**src/rtl/pclk_rate_gen.sv**
```systemverilog
// pclk_rate_gen
//   PCLK / word-clock generator on the PLL bit-rate clock.
//   PCLK divides by 10/20/40/80 with 50% duty. The active ratio changes only
//   at a PCLK period boundary, so every high and low phase is full length.
//   Bit_Rate_CLK_10 is a free-running /10 symbol clock.
//   Locked reports that the active ratio has run for LOCK_CYCLES full periods.
//
// Ports
//   Bit_Rate_Clk    in   bit-rate clock, rising edge
//   Rst             in   synchronous active-high reset
//   Div_Sel[1:0]    in   requested ratio: 00 /10, 01 /20, 10 /40, 11 /80
//   Div_Load        in   strobe, captures Div_Sel as the pending ratio
//   PCLK            out  divided clock at the active ratio
//   Bit_Rate_CLK_10 out  fixed /10 clock
//   Div_Ack         out  one-cycle pulse on the edge a new ratio takes effect
//   Locked          out  ratio stable for LOCK_CYCLES full periods
//
// No FSM: control is a set of counters plus a pending-request register.
module pclk_rate_gen #(
  parameter int unsigned CNT_W       = 7,
  parameter int unsigned LOCK_CYCLES = 16,
  parameter logic [1:0]  DEFAULT_SEL = 2'b00
) (
  input  logic       Bit_Rate_Clk,
  input  logic       Rst,
  input  logic [1:0] Div_Sel,
  input  logic       Div_Load,
  output logic       PCLK,
  output logic       Bit_Rate_CLK_10,
  output logic       Div_Ack,
  output logic       Locked
);

  localparam logic [7:0] LOCK_MAX = 8'(LOCK_CYCLES);

  function automatic logic [CNT_W-1:0] last_cnt(input logic [1:0] sel);
    case (sel)
      2'b00:   last_cnt = CNT_W'(9);
      2'b01:   last_cnt = CNT_W'(19);
      2'b10:   last_cnt = CNT_W'(39);
      default: last_cnt = CNT_W'(79);
    endcase
  endfunction

  function automatic logic [CNT_W-1:0] half_cnt(input logic [1:0] sel);
    case (sel)
      2'b00:   half_cnt = CNT_W'(5);
      2'b01:   half_cnt = CNT_W'(10);
      2'b10:   half_cnt = CNT_W'(20);
      default: half_cnt = CNT_W'(40);
    endcase
  endfunction

  logic [CNT_W-1:0] cnt_q, cnt_d;
  logic [3:0]       sym_q, sym_d;
  logic             pclk_q, pclk_d;
  logic             clk10_q, clk10_d;
  logic             ack_q, ack_d;
  logic             locked_q, locked_d;
  logic [7:0]       lock_cnt_q, lock_cnt_d;
  logic             started_q, started_d;
  logic [1:0]       sel_q, sel_d;
  logic [1:0]       pend_sel_q, pend_sel_d;
  logic             pend_q, pend_d;
  logic             wrap;

  always_comb begin
    wrap       = (cnt_q == last_cnt(sel_q));
    cnt_d      = wrap ? '0 : cnt_q + CNT_W'(1);
    sel_d      = sel_q;
    ack_d      = 1'b0;
    lock_cnt_d = lock_cnt_q;
    // The wrap right after reset starts the first period rather than ending
    // one, so it must not count towards lock.
    started_d  = started_q | wrap;

    if (wrap) begin
      if (pend_q) begin
        sel_d = pend_sel_q;
        ack_d = 1'b1;
      end
      if (pend_q && (pend_sel_q != sel_q)) begin
        lock_cnt_d = '0;
      end else if (started_q && (lock_cnt_q != LOCK_MAX)) begin
        lock_cnt_d = lock_cnt_q + 8'd1;
      end
    end

    locked_d = (lock_cnt_d == LOCK_MAX);
    // Registered from the next count and next ratio, so a new ratio opens
    // with a full high phase on the same edge as Div_Ack.
    pclk_d   = (cnt_d < half_cnt(sel_d));

    sym_d    = (sym_q == 4'd9) ? 4'd0 : sym_q + 4'd1;
    clk10_d  = (sym_d < 4'd5);

    // A strobe on the wrap edge itself re-arms the request for the next wrap.
    pend_d     = pend_q;
    pend_sel_d = pend_sel_q;
    if (Div_Load) begin
      pend_d     = 1'b1;
      pend_sel_d = Div_Sel;
    end else if (wrap) begin
      pend_d = 1'b0;
    end
  end

  always_ff @(posedge Bit_Rate_Clk) begin
    if (Rst) begin
      cnt_q      <= last_cnt(DEFAULT_SEL);
      sym_q      <= 4'd9;
      pclk_q     <= 1'b0;
      clk10_q    <= 1'b0;
      ack_q      <= 1'b0;
      locked_q   <= 1'b0;
      lock_cnt_q <= '0;
      started_q  <= 1'b0;
      sel_q      <= DEFAULT_SEL;
      pend_sel_q <= DEFAULT_SEL;
      pend_q     <= 1'b0;
    end else begin
      cnt_q      <= cnt_d;
      sym_q      <= sym_d;
      pclk_q     <= pclk_d;
      clk10_q    <= clk10_d;
      ack_q      <= ack_d;
      locked_q   <= locked_d;
      lock_cnt_q <= lock_cnt_d;
      started_q  <= started_d;
      sel_q      <= sel_d;
      pend_sel_q <= pend_sel_d;
      pend_q     <= pend_d;
    end
  end

  assign PCLK            = pclk_q;
  assign Bit_Rate_CLK_10 = clk10_q;
  assign Div_Ack         = ack_q;
  assign Locked          = locked_q;

endmodule

```
**config.mk**
```make
export PLATFORM = sky130hd
export DESIGN_NAME = pclk_rate_gen
export DESIGN_NICKNAME = d
export VERILOG_FILES = /design/src/rtl/pclk_rate_gen.sv
export SDC_FILE = /design/constraint.sdc
export NUM_CORES = 1
export LEC_CHECK = 0
export ABC_AREA = 1
export CORE_ASPECT_RATIO = 0.75
export CORE_UTILIZATION = 35
export DETAILED_ROUTE_END_ITERATION = 10
export DONT_BUFFER_PORTS = 1
export PLACE_DENSITY = 0.57
export SETUP_SLACK_MARGIN = 0.05
export SLEW_MARGIN = 20
export SYNTH_ARGS = -nofsm -noshare
export SYNTH_HDL_FRONTEND = slang
export SYNTH_SLANG_ARGS = --single-unit
```
**constraint.sdc**
```tcl
create_clock -name Bit_Rate_Clk -period 2.26 [get_ports Bit_Rate_Clk]
set_clock_uncertainty 0.2 [all_clocks]
set_input_delay 0.452 -clock Bit_Rate_Clk [delete_from_list [all_inputs] [get_ports Bit_Rate_Clk]]
set_output_delay 0.452 -clock Bit_Rate_Clk [all_outputs]
set_load 0.01 [all_outputs]
```
==> impl_metrics.ini <==
[floorplan]
die-area_mm2 = 0.005221
coreArea_mm2 = 0.004598
die_w_um = 83.11
rows = 21
die_height_um = 62.83
io_pins = 9
initial_utilization = 0.3755

[sta]
hold_viol = 0
setup_tns_ns = -0.2990
drv_slew = 0
layout_setup_ws_ns = -0.1567
period_share = 1.069
rsz0062_at_grt = true
min_period_ns = 2.417
finalSetupViolations = 3
slew_headroom = 0.7885
timing.fmax_ghz = 0.4138
tightestPinTransition_ns = 0.3148

[power_and_ir_drop]
p_sw_frac = 0.4211
power_density_mw_per_mm2 = 1124
netSwitchingPower_mw = 0.9713
intPower_mw = 1.335
p_leak_nw = 0.9988
p_seq_frac = 0.288
p_clk_frac = 0.183
comb_power_share = 0.529
vdd_ir_drop_max_v = 0.0006154

[clocking]
clock_sinks = 29
cts_tree = yes
hold_buffers = 0
insertion_delay_ns = 0.28
clockRootBuffer = clkbuf_8
numCtsBuffers = 5
clock_path_buffers = 2
htreeDepth = 2
clkTransAtPathRegs_ns = 0.07

[outcome]
status = finished, violations left
violations = negative setup slack

[worst_setup_path]
path_class = reg2reg
crit_path_start_kind = flip-flop
end_kind = flip-flop
crit_required_ns = 2.23
path_cells = inv_4 -> ha_4 -> nand2_1 -> o21ai_0 -> nor2_1 -> nand2_1 -> nor2_4 -> nand2_2 -> o21ai_4 -> nand2_2 -> ha_4 -> a21oi_2 -> o211ai_1 -> a21oi_2
crit_path_top_delay_cell = dfxtp_4
cpPeakStageDelay_ns = 0.37
arrival_ns = 2.39
cp_max_fo = 7

[routing]
wire_per_inst_um = 11.00
drtAntennaViolNets = 0
via_count = 1620
drt_wl_total_mm = 3.818
drt_first_pass_iters = 4
drc = 0
drt_iter0_drc = 162
viasPerCell = 4.669

[layout]
drive_gt1_frac = 0.1621
n_antenna_cell = 0
post-route-util = 0.4463
stdcell_count = 347
area_growth_syn_to_layout_pct = 18.84
layout.cells.most_common = nand2_1
mostFrequentLayoutCells = 80 x nand2_1, 37 x nor2_1, 36 x inv_1
nets = 306

[placed_design]
portBuffers = 0
dpl_worst_slack_ns = -0.1455
dp_hpwl_mm = 2.826
dp.cells = 336
gp_congestion = 0.9014

[global_routing]
grt_pass1_wl_mm = 6.465
track_usage = 0.1555
grt_pass1_vias = 1376
overflow = 0
antenna_found_initial = 0
grt_max_degree = 19

[logic_synthesis]
yosys_register_bits = 29
netlist_instances = 271
ys_warn_count = 0
syn-num-nets = 288
synthesis.area_mm2 = 0.001727
ys_seq_area_frac = 0.3362
post_synth.cell_area_avg_um2 = 6.371
synth_cell_types = 23

[hold_path]
holdCritPathClass = in2reg

[run]
drv_cap = 0
-- worst max-delay path, delay by kind of cell, from the launching register on --
family / cells / cell delay, ns
DFF: 1 / 0.37
adders and majority gates: 2 / 0.50
buffers and inverters: 1 / 0.05
AOI/OAI and AO/OA: 5 / 0.44
and+or+nand+nor: 6 / 0.73
-- metrics by stage --
step | hold WS, ns | cell area (um^2) | power [mW]
floorplan | 0.1927 | 1762 | 1.425
CTS | 0.01881 | 2009 | 2.204
global route | 0.01677 | 2052 | 2.526
global placement | 0.2073 | 1897 | 1.716
finish | 0.03009 | 2052 | 2.307
detailed placement | 0.2115 | 1897 | 1.707
-- worst paths after layout --
check,start,to,slack (ns),cells past startpoint
max,sel_q[0],PCLK,-0.16,14
min,Rst,sel_q[0],0.03,1
max reg2reg,sel_q[0],PCLK,-0.16,14
min reg2reg,sym_q[0],sym_q[0],0.23,1
-- synthesized netlist by cell type --
| cell | n | area [um^2] |
|---|---|---|
| a21oi_1 | 11 | 55.05 |
| buf_1 | 1 | 3.750 |
| buf_2 | 1 | 5.000 |
| buf_6 | 1 | 11.26 |
| clkbuf_1 | 1 | 3.750 |
| dfxtp_1 | 29 | 580.6 |
| ha_1 | 12 | 150.1 |
| inv_1 | 41 | 153.9 |
| nand2_1 | 83 | 311.6 |
| nand2_2 | 1 | 6.260 |
| nand3_1 | 20 | 100.1 |
| nand3_2 | 1 | 10.01 |
| nand4_1 | 3 | 18.77 |
| nor2_1 | 37 | 138.9 |
| nor2_2 | 3 | 18.77 |
| nor2_4 | 1 | 11.26 |
| nor3_1 | 7 | 35.03 |
| nor4_1 | 2 | 12.51 |
| o211ai_1 | 2 | 15.01 |
| o21ai_0 | 9 | 45.04 |
| o21ai_1 | 1 | 5.000 |
| xnor2_1 | 2 | 17.52 |
| xor2_1 | 2 | 17.52 |
-- cell families (layout without fill, tap and decap cells) --
kind of cell,after synthesis,after routing,share of synthesized area
and+or+nand+nor,158,158,0.3841
buffers and inverters,45,64,0.1029
xor gates and xnor gates,4,4,0.02029
AOI/OAI and AO/OA,23,23,0.06956
DFF,29,29,0.3362
adders and majority gates,12,12,0.08695
-- power groups by stage --
stage	Combinational (mW)	Clock, mW	Sequential, mW
2_1_floorplan	0.765	0	0.660
5_1_grt	1.39	0.461	0.672
4_1_cts	1.10	0.439	0.663
6_report	1.22	0.422	0.663
3_5_place_dp	1.03	0	0.673
3_3_place_gp	1.04	0	0.675
-- cell type report --
class | count | area [um^2]
Clock buffer | 5 | 68.82
Clock inverter | 3 | 17.52
Fill cell | 466 | 2546
Inverter | 41 | 158.9
Multi-Input combinational cell | 197 | 1031
Sequential cell | 29 | 588.1
Tap cell | 57 | 71.32
Timing Repair Buffer | 15 | 116.4
-- metal layers --
layer,wire length (um),vias up,part of all wire,global-route usage
met5,0,-,0,0
met4,32,0,0.0084,0.03233
met1,2116,705,0.55,0.2383
li1,-,885,-,-
met2,1504,26,0.39,0.2111
met3,164,4,0.043,0.04359
-- sequential cells by signal, indices dropped and copies added, names as in the netlist --
| register | cells |
|---|---|
| PCLK | 1 |
| Bit_Rate_CLK_10 | 1 |
| sym_q | 4 |
| pend_sel_q | 2 |
| cnt_q | 7 |
| started_q | 1 |
| lock_cnt_q | 8 |
| pend_q | 1 |
| Locked | 1 |
| sel_q | 2 |
| Div_Ack | 1 |
-- repair_timing --
item / in CTS / in global routing
buffers inserted: 1 / 2
resized for setup: 4 / 9
endpoints found under the setup margin: 3 / 4
pin swaps: 3 / 10
hold endpoints to repair: 0 / 0
Note: power is estimated with default switching activity, not from simulation.
